**config.mk**
```make
export PLATFORM = sky130hd
export DESIGN_NAME = unary_add_seq
export DESIGN_NICKNAME = d
export VERILOG_FILES = /design/src/rtl/unary_add_seq.sv
export SDC_FILE = /design/constraint.sdc
export NUM_CORES = 1
export LEC_CHECK = 0
export CORE_ASPECT_RATIO = 1.25
export CORE_MARGIN = 10
export CORE_UTILIZATION = 50
export CTS_BUF_LIST = sky130_fd_sc_hd__clkbuf_4
export DETAILED_ROUTE_END_ITERATION = 6
export PLACE_DENSITY = 0.76
export SLEW_MARGIN = 20
export SYNTH_ARGS = -nofsm -noshare
export SYNTH_HDL_FRONTEND = slang
export SYNTH_SLANG_ARGS = --single-unit
```
**constraint.sdc**
```tcl
create_clock -name clk -period 4.92 [get_ports clk]
set_input_delay 1.23 -clock clk [delete_from_list [all_inputs] [get_ports clk]]
set_output_delay 1.23 -clock clk [all_outputs]
set_load 0.02 [all_outputs]
```
**src/rtl/unary_add_seq.sv**
```systemverilog
// unary_add_seq: drives a 10-bit unary adder through one complete operation.
// A request supplies two binary operands. The sequencer clears the adder and
// emits unary pulse trains on add_a/add_b. It then switches the adder to read
// mode and deserialises add_dout, MSB first, into a binary sum. The sum and a
// sticky overflow flag go back over a response port.
//
// Handshakes: a transfer happens on a rising clk edge where valid && ready.
// A producer holds valid and its payload stable until that edge. req_ready is
// high only in IDLE. rsp_valid is high only in RESP, and rsp_sum/rsp_ovf hold
// their values until the transfer.
//
// Every adder-facing and response output is a register. Each is loaded from
// the decode of the next state, so it changes on the same edge as the state.
module unary_add_seq #(
  parameter int WIDTH    = 10,
  parameter int READ_LAT = 1
) (
  input  logic             clk,
  input  logic             rst_n,
  // request port
  input  logic             req_valid,
  output logic             req_ready,
  input  logic [WIDTH-1:0] req_a,
  input  logic [WIDTH-1:0] req_b,
  // response port
  output logic             rsp_valid,
  input  logic             rsp_ready,
  output logic [WIDTH-1:0] rsp_sum,
  output logic             rsp_ovf,
  // unary adder interface
  output logic             add_rst_n,
  output logic             add_en,
  output logic             add_a,
  output logic             add_b,
  output logic             add_rw,
  input  logic             add_dout,
  input  logic             add_c,
  // observability
  output logic [2:0]       dbg_state
);

  typedef enum logic [2:0] {
    S_IDLE  = 3'd0,
    S_CLEAR = 3'd1,
    S_PHI   = 3'd2,
    S_PLO   = 3'd3,
    S_READ  = 3'd4,
    S_RESP  = 3'd5
  } state_t;

  // The READ phase has READ_LAT settle cycles, then WIDTH shift cycles.
  localparam int RD_CYC = READ_LAT + WIDTH;
  localparam int RCW    = $clog2(RD_CYC + 1);
  localparam logic [RCW-1:0]   RD_LAST   = RCW'(RD_CYC - 1);
  localparam logic [RCW-1:0]   RD_SETTLE = RCW'(READ_LAT);
  localparam logic [RCW-1:0]   RD_ONE    = RCW'(1);
  localparam logic [WIDTH-1:0] CNT_ONE   = WIDTH'(1);

  state_t           r_state;
  state_t           w_next;

  logic [WIDTH-1:0] r_cnt_a;
  logic [WIDTH-1:0] r_cnt_b;
  logic [WIDTH-1:0] r_shift;
  logic [RCW-1:0]   r_rd_cnt;

  logic             r_req_ready;
  logic             r_rsp_valid;
  logic [WIDTH-1:0] r_rsp_sum;
  logic             r_rsp_ovf;
  logic             r_add_rst_n;
  logic             r_add_en;
  logic             r_add_a;
  logic             r_add_b;
  logic             r_add_rw;

  logic             w_accept;
  logic             w_pulses_left;
  logic             w_sample_c;
  logic             w_req_ready;
  logic             w_rsp_valid;
  logic             w_add_rst_n;
  logic             w_add_en;
  logic             w_add_a;
  logic             w_add_b;
  logic             w_add_rw;

  assign w_accept      = req_valid && r_req_ready;
  assign w_pulses_left = (r_cnt_a != '0) || (r_cnt_b != '0);
  // add_c is meaningful only once the adder has left its reset cycle.
  assign w_sample_c    = (r_state == S_PHI) || (r_state == S_PLO) ||
                         (r_state == S_READ);

  // State register.
  always_ff @(posedge clk or negedge rst_n) begin
    if (!rst_n) begin
      r_state <= S_IDLE;
    end else begin
      r_state <= w_next;
    end
  end

  // Next-state and next-output decode.
  always_comb begin
    w_next      = r_state;
    w_req_ready = 1'b0;
    w_rsp_valid = 1'b0;
    w_add_rst_n = 1'b1;
    w_add_en    = 1'b0;
    w_add_a     = 1'b0;
    w_add_b     = 1'b0;
    w_add_rw    = 1'b0;

    case (r_state)
      S_IDLE:  if (w_accept) w_next = S_CLEAR;
      S_CLEAR: w_next = w_pulses_left ? S_PHI : S_READ;
      S_PHI:   w_next = S_PLO;
      S_PLO:   w_next = w_pulses_left ? S_PHI : S_READ;
      S_READ:  if (r_rd_cnt == RD_LAST) w_next = S_RESP;
      S_RESP:  if (rsp_ready) w_next = S_IDLE;
      default: w_next = S_IDLE;
    endcase

    case (w_next)
      S_IDLE:  w_req_ready = 1'b1;
      S_CLEAR: w_add_rst_n = 1'b0;
      S_PHI: begin
        w_add_en = 1'b1;
        // The counters still hold their pre-decrement values here.
        w_add_a  = (r_cnt_a != '0);
        w_add_b  = (r_cnt_b != '0);
      end
      S_PLO:   w_add_en = 1'b1;
      S_READ: begin
        w_add_en = 1'b1;
        w_add_rw = 1'b1;
      end
      S_RESP:  w_rsp_valid = 1'b1;
      default: w_req_ready = 1'b0;
    endcase
  end

  // Registered control outputs, loaded from the next-state decode.
  always_ff @(posedge clk or negedge rst_n) begin
    if (!rst_n) begin
      r_req_ready <= 1'b1;
      r_rsp_valid <= 1'b0;
      r_add_rst_n <= 1'b1;
      r_add_en    <= 1'b0;
      r_add_a     <= 1'b0;
      r_add_b     <= 1'b0;
      r_add_rw    <= 1'b0;
    end else begin
      r_req_ready <= w_req_ready;
      r_rsp_valid <= w_rsp_valid;
      r_add_rst_n <= w_add_rst_n;
      r_add_en    <= w_add_en;
      r_add_a     <= w_add_a;
      r_add_b     <= w_add_b;
      r_add_rw    <= w_add_rw;
    end
  end

  // Pulse counters: latched on accept, decremented on each PHI entry.
  always_ff @(posedge clk or negedge rst_n) begin
    if (!rst_n) begin
      r_cnt_a <= '0;
      r_cnt_b <= '0;
    end else if (r_state == S_IDLE) begin
      if (w_accept) begin
        r_cnt_a <= req_a;
        r_cnt_b <= req_b;
      end
    end else if (w_next == S_PHI) begin
      if (r_cnt_a != '0) r_cnt_a <= r_cnt_a - CNT_ONE;
      if (r_cnt_b != '0) r_cnt_b <= r_cnt_b - CNT_ONE;
    end
  end

  // READ-phase cycle counter, held at zero outside READ.
  always_ff @(posedge clk or negedge rst_n) begin
    if (!rst_n) begin
      r_rd_cnt <= '0;
    end else if (r_state == S_READ) begin
      r_rd_cnt <= r_rd_cnt + RD_ONE;
    end else begin
      r_rd_cnt <= '0;
    end
  end

  // Deserialiser: shifts add_dout in MSB first after the settle cycles.
  always_ff @(posedge clk or negedge rst_n) begin
    if (!rst_n) begin
      r_shift <= '0;
    end else if ((r_state == S_READ) && (r_rd_cnt >= RD_SETTLE)) begin
      r_shift <= {r_shift[WIDTH-2:0], add_dout};
    end
  end

  // Response sum: takes the last serial bit directly on the edge into RESP.
  always_ff @(posedge clk or negedge rst_n) begin
    if (!rst_n) begin
      r_rsp_sum <= '0;
    end else if ((r_state == S_READ) && (w_next == S_RESP)) begin
      r_rsp_sum <= {r_shift[WIDTH-2:0], add_dout};
    end
  end

  // Sticky overflow: cleared on accept, ORs add_c during PHI/PLO/READ.
  always_ff @(posedge clk or negedge rst_n) begin
    if (!rst_n) begin
      r_rsp_ovf <= 1'b0;
    end else if (w_accept) begin
      r_rsp_ovf <= 1'b0;
    end else if (w_sample_c) begin
      r_rsp_ovf <= r_rsp_ovf | add_c;
    end
  end

  assign req_ready = r_req_ready;
  assign rsp_valid = r_rsp_valid;
  assign rsp_sum   = r_rsp_sum;
  assign rsp_ovf   = r_rsp_ovf;
  assign add_rst_n = r_add_rst_n;
  assign add_en    = r_add_en;
  assign add_a     = r_add_a;
  assign add_b     = r_add_b;
  assign add_rw    = r_add_rw;
  assign dbg_state = r_state;

endmodule

```
# After elaboration in Yosys (flattened, before gate mapping)

Index checks and enable logic that the tools add are counted.

Bitwise operators: 1
Order comparisons: 1
Add/subtract/negate cells: 3
Muxes and demuxes: 23
Equal/unequal tests: 12
Reductions and logical operators: 18

Operators with widths:

| operator                | number |
|---|---|
| $mux W10                | 8 |
| $reduce_bool A10 Y1     | 2 |
| $sub A10 B1 Y10 const B | 2 |
| $pmux W3 S5             | 1 |
| $eq A3 B2 Y1 const B    | 4 |
| $eq A3 B3 Y1 const B    | 4 |
| $mux W3                 | 4 |
| $mux W1                 | 9 |
| $reduce_bool A2 Y1      | 4 |
| $eq A3 B1 Y1 const B    | 2 |
| $logic_not A3 Y1        | 2 |
| $reduce_and A3 Y1       | 2 |
| $add A4 B1 Y4 const B   | 1 |
| $eq A4 B4 Y1 const B    | 1 |
| $ge A4 B1 Y1 const B    | 1 |
| $mux W4                 | 1 |
| $logic_and A1 B1 Y1     | 3 |
| $logic_or A1 B1 Y1      | 3 |
| $reduce_or A3 Y1        | 1 |
| $ne A2 B2 Y1 const B    | 1 |
| $reduce_or A2 Y1        | 1 |
| $or A1 B1 Y1            | 1 |

Logic and storage cells: 72
Bits in registers: 54
Output and inout port bits: 21

# Longest topological paths before layout

Depth in word-level cells: 7
Depth in mapped cells: 8
Depth with buffers taken out: 6

# Worst setup path after synthesis

No wires, ideal clock.

Path type: input to register
Start point: in req_valid
End point: reg r_cnt_a[0]
Slack: 2.720 ns
Arrival time: 2.074 ns
Stages: 5
Path through: nand2_1 -> nor2_1 -> clkbuf_1 -> or3_1 -> o311a_1

Longest elaborated chain between the ends: 6
Elaborated cells on any way between the ends: 7
Classes of those cells: eq/ne: 2; mux: 2; reduce/logical: 3

RTL lines:

| what                            | RTL line | source |
|---|---|---|
| start, declared                 | 21       | `input logic req_valid,` |
| $logic_and A1 B1 Y1 (*)         | 88       | `assign w_accept = req_valid && r_req_ready;` |
| $mux W3                         | 115      | `S_IDLE: if (w_accept) w_next = S_CLEAR;` |
| $pmux W3 S5                     | 114      | `case (r_state)` |
| $eq A3 B2 Y1                    | 174      | `end else if (w_next == S_PHI) begin` |
| $reduce_bool A2 Y1 (no line)    | --       |  |
| $reduce_and A3 Y1 (no line) (*) | --       |  |
| end signal, assigned            | 171      | `r_cnt_a <= req_a;` |
| end signal, assigned            | 175      | `if (r_cnt_a != '0) r_cnt_a <= r_cnt_a - CNT_ONE;` |
| end, declared                   | 62       | `logic [WIDTH-1:0] r_cnt_a;` |

Every way passes the cells marked *; elsewhere a longest branch is shown, timed or not.
A chain may end at the register's enable or synchronous reset.

# Final worst setup path

Start point: reg r_state[2], in the netlist dbg_state[2]
End point: out dbg_state[2]

RTL lines:

| what                   | RTL line | source |
|---|---|---|
| start, declared        | 59       | `state_t r_state;` |
| start signal, assigned | 99       | `r_state <= w_next;` |
| end, declared          | 39       | `output logic [2:0] dbg_state` |

No word-level cell between the ends.

==> results.toml <==
[power]
internal-power_uw = 807.7
seqPwrFrac = 0.492
finalPower_mw = 1.311
p_switching_uw = 503.2
ir_worst_vdd_mv = 0.2775
cellPowerDensity_mw_per_mm2 = 409.9
p_leak_nw = 1.342
swShare = 0.3838
power_frac_comb = 0.354
pwr-share-clk = 0.154

[placement]
post-place-ws_ps = 1814
post-place-cells = 340
dp.final_hpwl_um = 4006
placedInstanceArea_mm2 = 0.003141
port_buffers = 46
gp_congestion = 0.7851

[worst_setup_path]
cp.depth = 1
max_stage_delay_ps = 690
crit_required_ps = 3690
cp.arrival_ps = 1670
path_max_fanout = 13
r2r_cells = 6
worst-path-buf-inv = 1
cpMaxStageDelayCell = "clkdlybuf4s50_1"
cpLargestDelayFamily = "buffers and inverters"
crit_type = "reg -> out"
crit_chain = "clkdlybuf4s50_1"
critPathCaptureType = "output pin"
crit_path_start_kind = "register"

[grt]
grt_pass1_wl_um = 9770
antenna_found_initial = 0
track_usage = 0.1331
grt_overflow_total = 0
grt_pass1_vias = 2099
grt_max_degree = 55

[yosys]
synth_area_leader_cell = "dfrtp_1"
synth_top_area_frac = 0.4871
synth_area_leaders = "dfrtp_1 49%, mux2_1 8.0%, o2bb2ai_1 5.2%"
ys_ff_latch = 54
syn_inst = 250
synth_ff_type = "dfrtp_1"
yosysWarningCount = 0
netlist_area_mm2 = 0.002671
syn_nets = 283
synth_edf_count = 0
synth-async-reset-ratio = 1.000
synthDistinctLibCells = 45
syn_avg_cell_area_um2 = 10.69
ys_seq_area_frac = 0.5068

[cells_and_area]
area_growth_pct = 19.72
fin_cells = 348
stdcell_area_mm2 = 0.003198
n_antenna_cell = 0
final_util = 0.6251
final_common_cell = "dfrtp_1"
drive_above_1_share = 0.06294
nets = 318
multi_input_area_mm2 = 0.001205
fill_cells = 415
final_cell_mix = "52 x dfrtp_1, 45 x clkdlybuf4s50_1, 19 x mux2_1"
regArea_mm2 = 0.001354

[cts]
cts_buffers = 5
cts.path.max_buffers = 2
cts-hold-fix-buffers = 0
cts_root_buf = "clkbuf_4"
htreeDepth = 2
path_clk_slew_ps = 160
clock_sinks = 54
cts_resized = 0
postCtsSetupRepairBufs = 0
cts_tree = "done"
clk_latency_ps = 380

[drt]
post_drt_wl_per_cell_um = 16.42
dr.pass1.iters = 4
vias = 2079
antenna_left = 0
vias_per_cell = 5.974
wl_met1_um = 2501
met2_length_um = 2794
wl_um = 5715
drc = 0
drt-initial-drc-count = 98
highest_layer = "met4"
dr_wl_met3_um = 328

[sta]
timing.final.ws_setup_ps = 2021
max-slew-margin-rel = 0.4532
setup_tns_ps = 0
period_needed_ps = 2899
finalCritPeriodShare = 0.5892
fmax_mhz = 344.9
hold_ws_ps = 497.5
finClkSkew_ps = 4.975
rsz0062_at_grt = "false"
setup_viol = 0
hold_violations = 0
worst_pin_slew_ps = 820.1
maxSlewViolCount = 0

[worst_hold_path]
min_path_cells = 1
hold_class = "reg -> reg"

[die]
start_util = 0.5221
fp.dieW_um = 85.38
ioPinCount = 47
die_h_um = 101.7
die_area_mm2 = 0.008684
row_count = 29
coreArea_mm2 = 0.005116

[run_status]
status = "finished clean"

[run]
drv_cap = 0
## per-layer routing
layer,up-vias,global-route usage
met1,1022,0.1573
met2,45,0.2182
met4,0,0.05457
li1,1003,-
met3,9,0.04257
met5,-,0
## cells by family (layout without fill, tap and decap cells)
family / Yosys count / count (layout) / share of synthesized area
AOI/OAI and AO/OA: 73 / 73 / 0.1831
and+or+nand+nor: 63 / 63 / 0.1354
DFF: 54 / 54 / 0.5068
buffers and inverters: 29 / 65 / 0.04402
muxes: 22 / 22 / 0.09134
adders and majority gates: 7 / 7 / 0.03279
xor gates and xnor gates: 2 / 2 / 0.006559
## Yosys cell counts (7+ instances only)
cell	count
o22ai_1	10
dfrtp_1	52
ha_1	7
nand2_1	7
nor4_1	11
o21ai_1	9
clkbuf_1	17
inv_1	9
o21ai_0	9
nor3_1	9
a21oi_1	14
o2bb2ai_1	16
mux2_1	19
nor2_1	10
## cell type report
cell class / instances / area share
clock buffers: 5 / 0.01174
repair buffers: 48 / 0.1471
flip-flops and latches: 54 / 0.4233
well taps: 62 / 0.02426
multi-input cells: 167 / 0.3768
inverters: 9 / 0.01056
clock inverters: 3 / 0.006260
## sequential cells by signal, indices dropped and copies added, names as in the netlist
signal,cells
r_shift,9
add_rst_n,1
rsp_sum,10
r_cnt_a,10
add_a,1
rsp_valid,1
add_en,1
r_cnt_b,10
r_rd_cnt,4
rsp_ovf,1
add_rw,1
dbg_state,3
add_b,1
req_ready,1
## power by group through the flow
stage	Combinational, mW	Clock [mW]	Sequential [mW]
3_3_place_gp	0.454	0	0.650
3_5_place_dp	0.467	0	0.651
2_1_floorplan	0.357	0	0.634
5_1_grt	0.517	0.228	0.667
4_1_cts	0.467	0.210	0.644
6_report	0.464	0.202	0.645
## worst paths after layout
kind                               from      endpoint  slack, ps
setup / recovery           dbg_state[2]  dbg_state[2]       2020
hold / removal               r_shift[8]    r_shift[8]        500
setup reg to reg             r_cnt_a[0]    r_cnt_a[1]       2380
hold reg to reg              r_shift[8]    r_shift[8]        500
max in group asynchronous         rst_n    r_shift[5]       3530
min in group asynchronous         rst_n    r_shift[7]        960
Note: power is estimated with default switching activity, not from simulation.
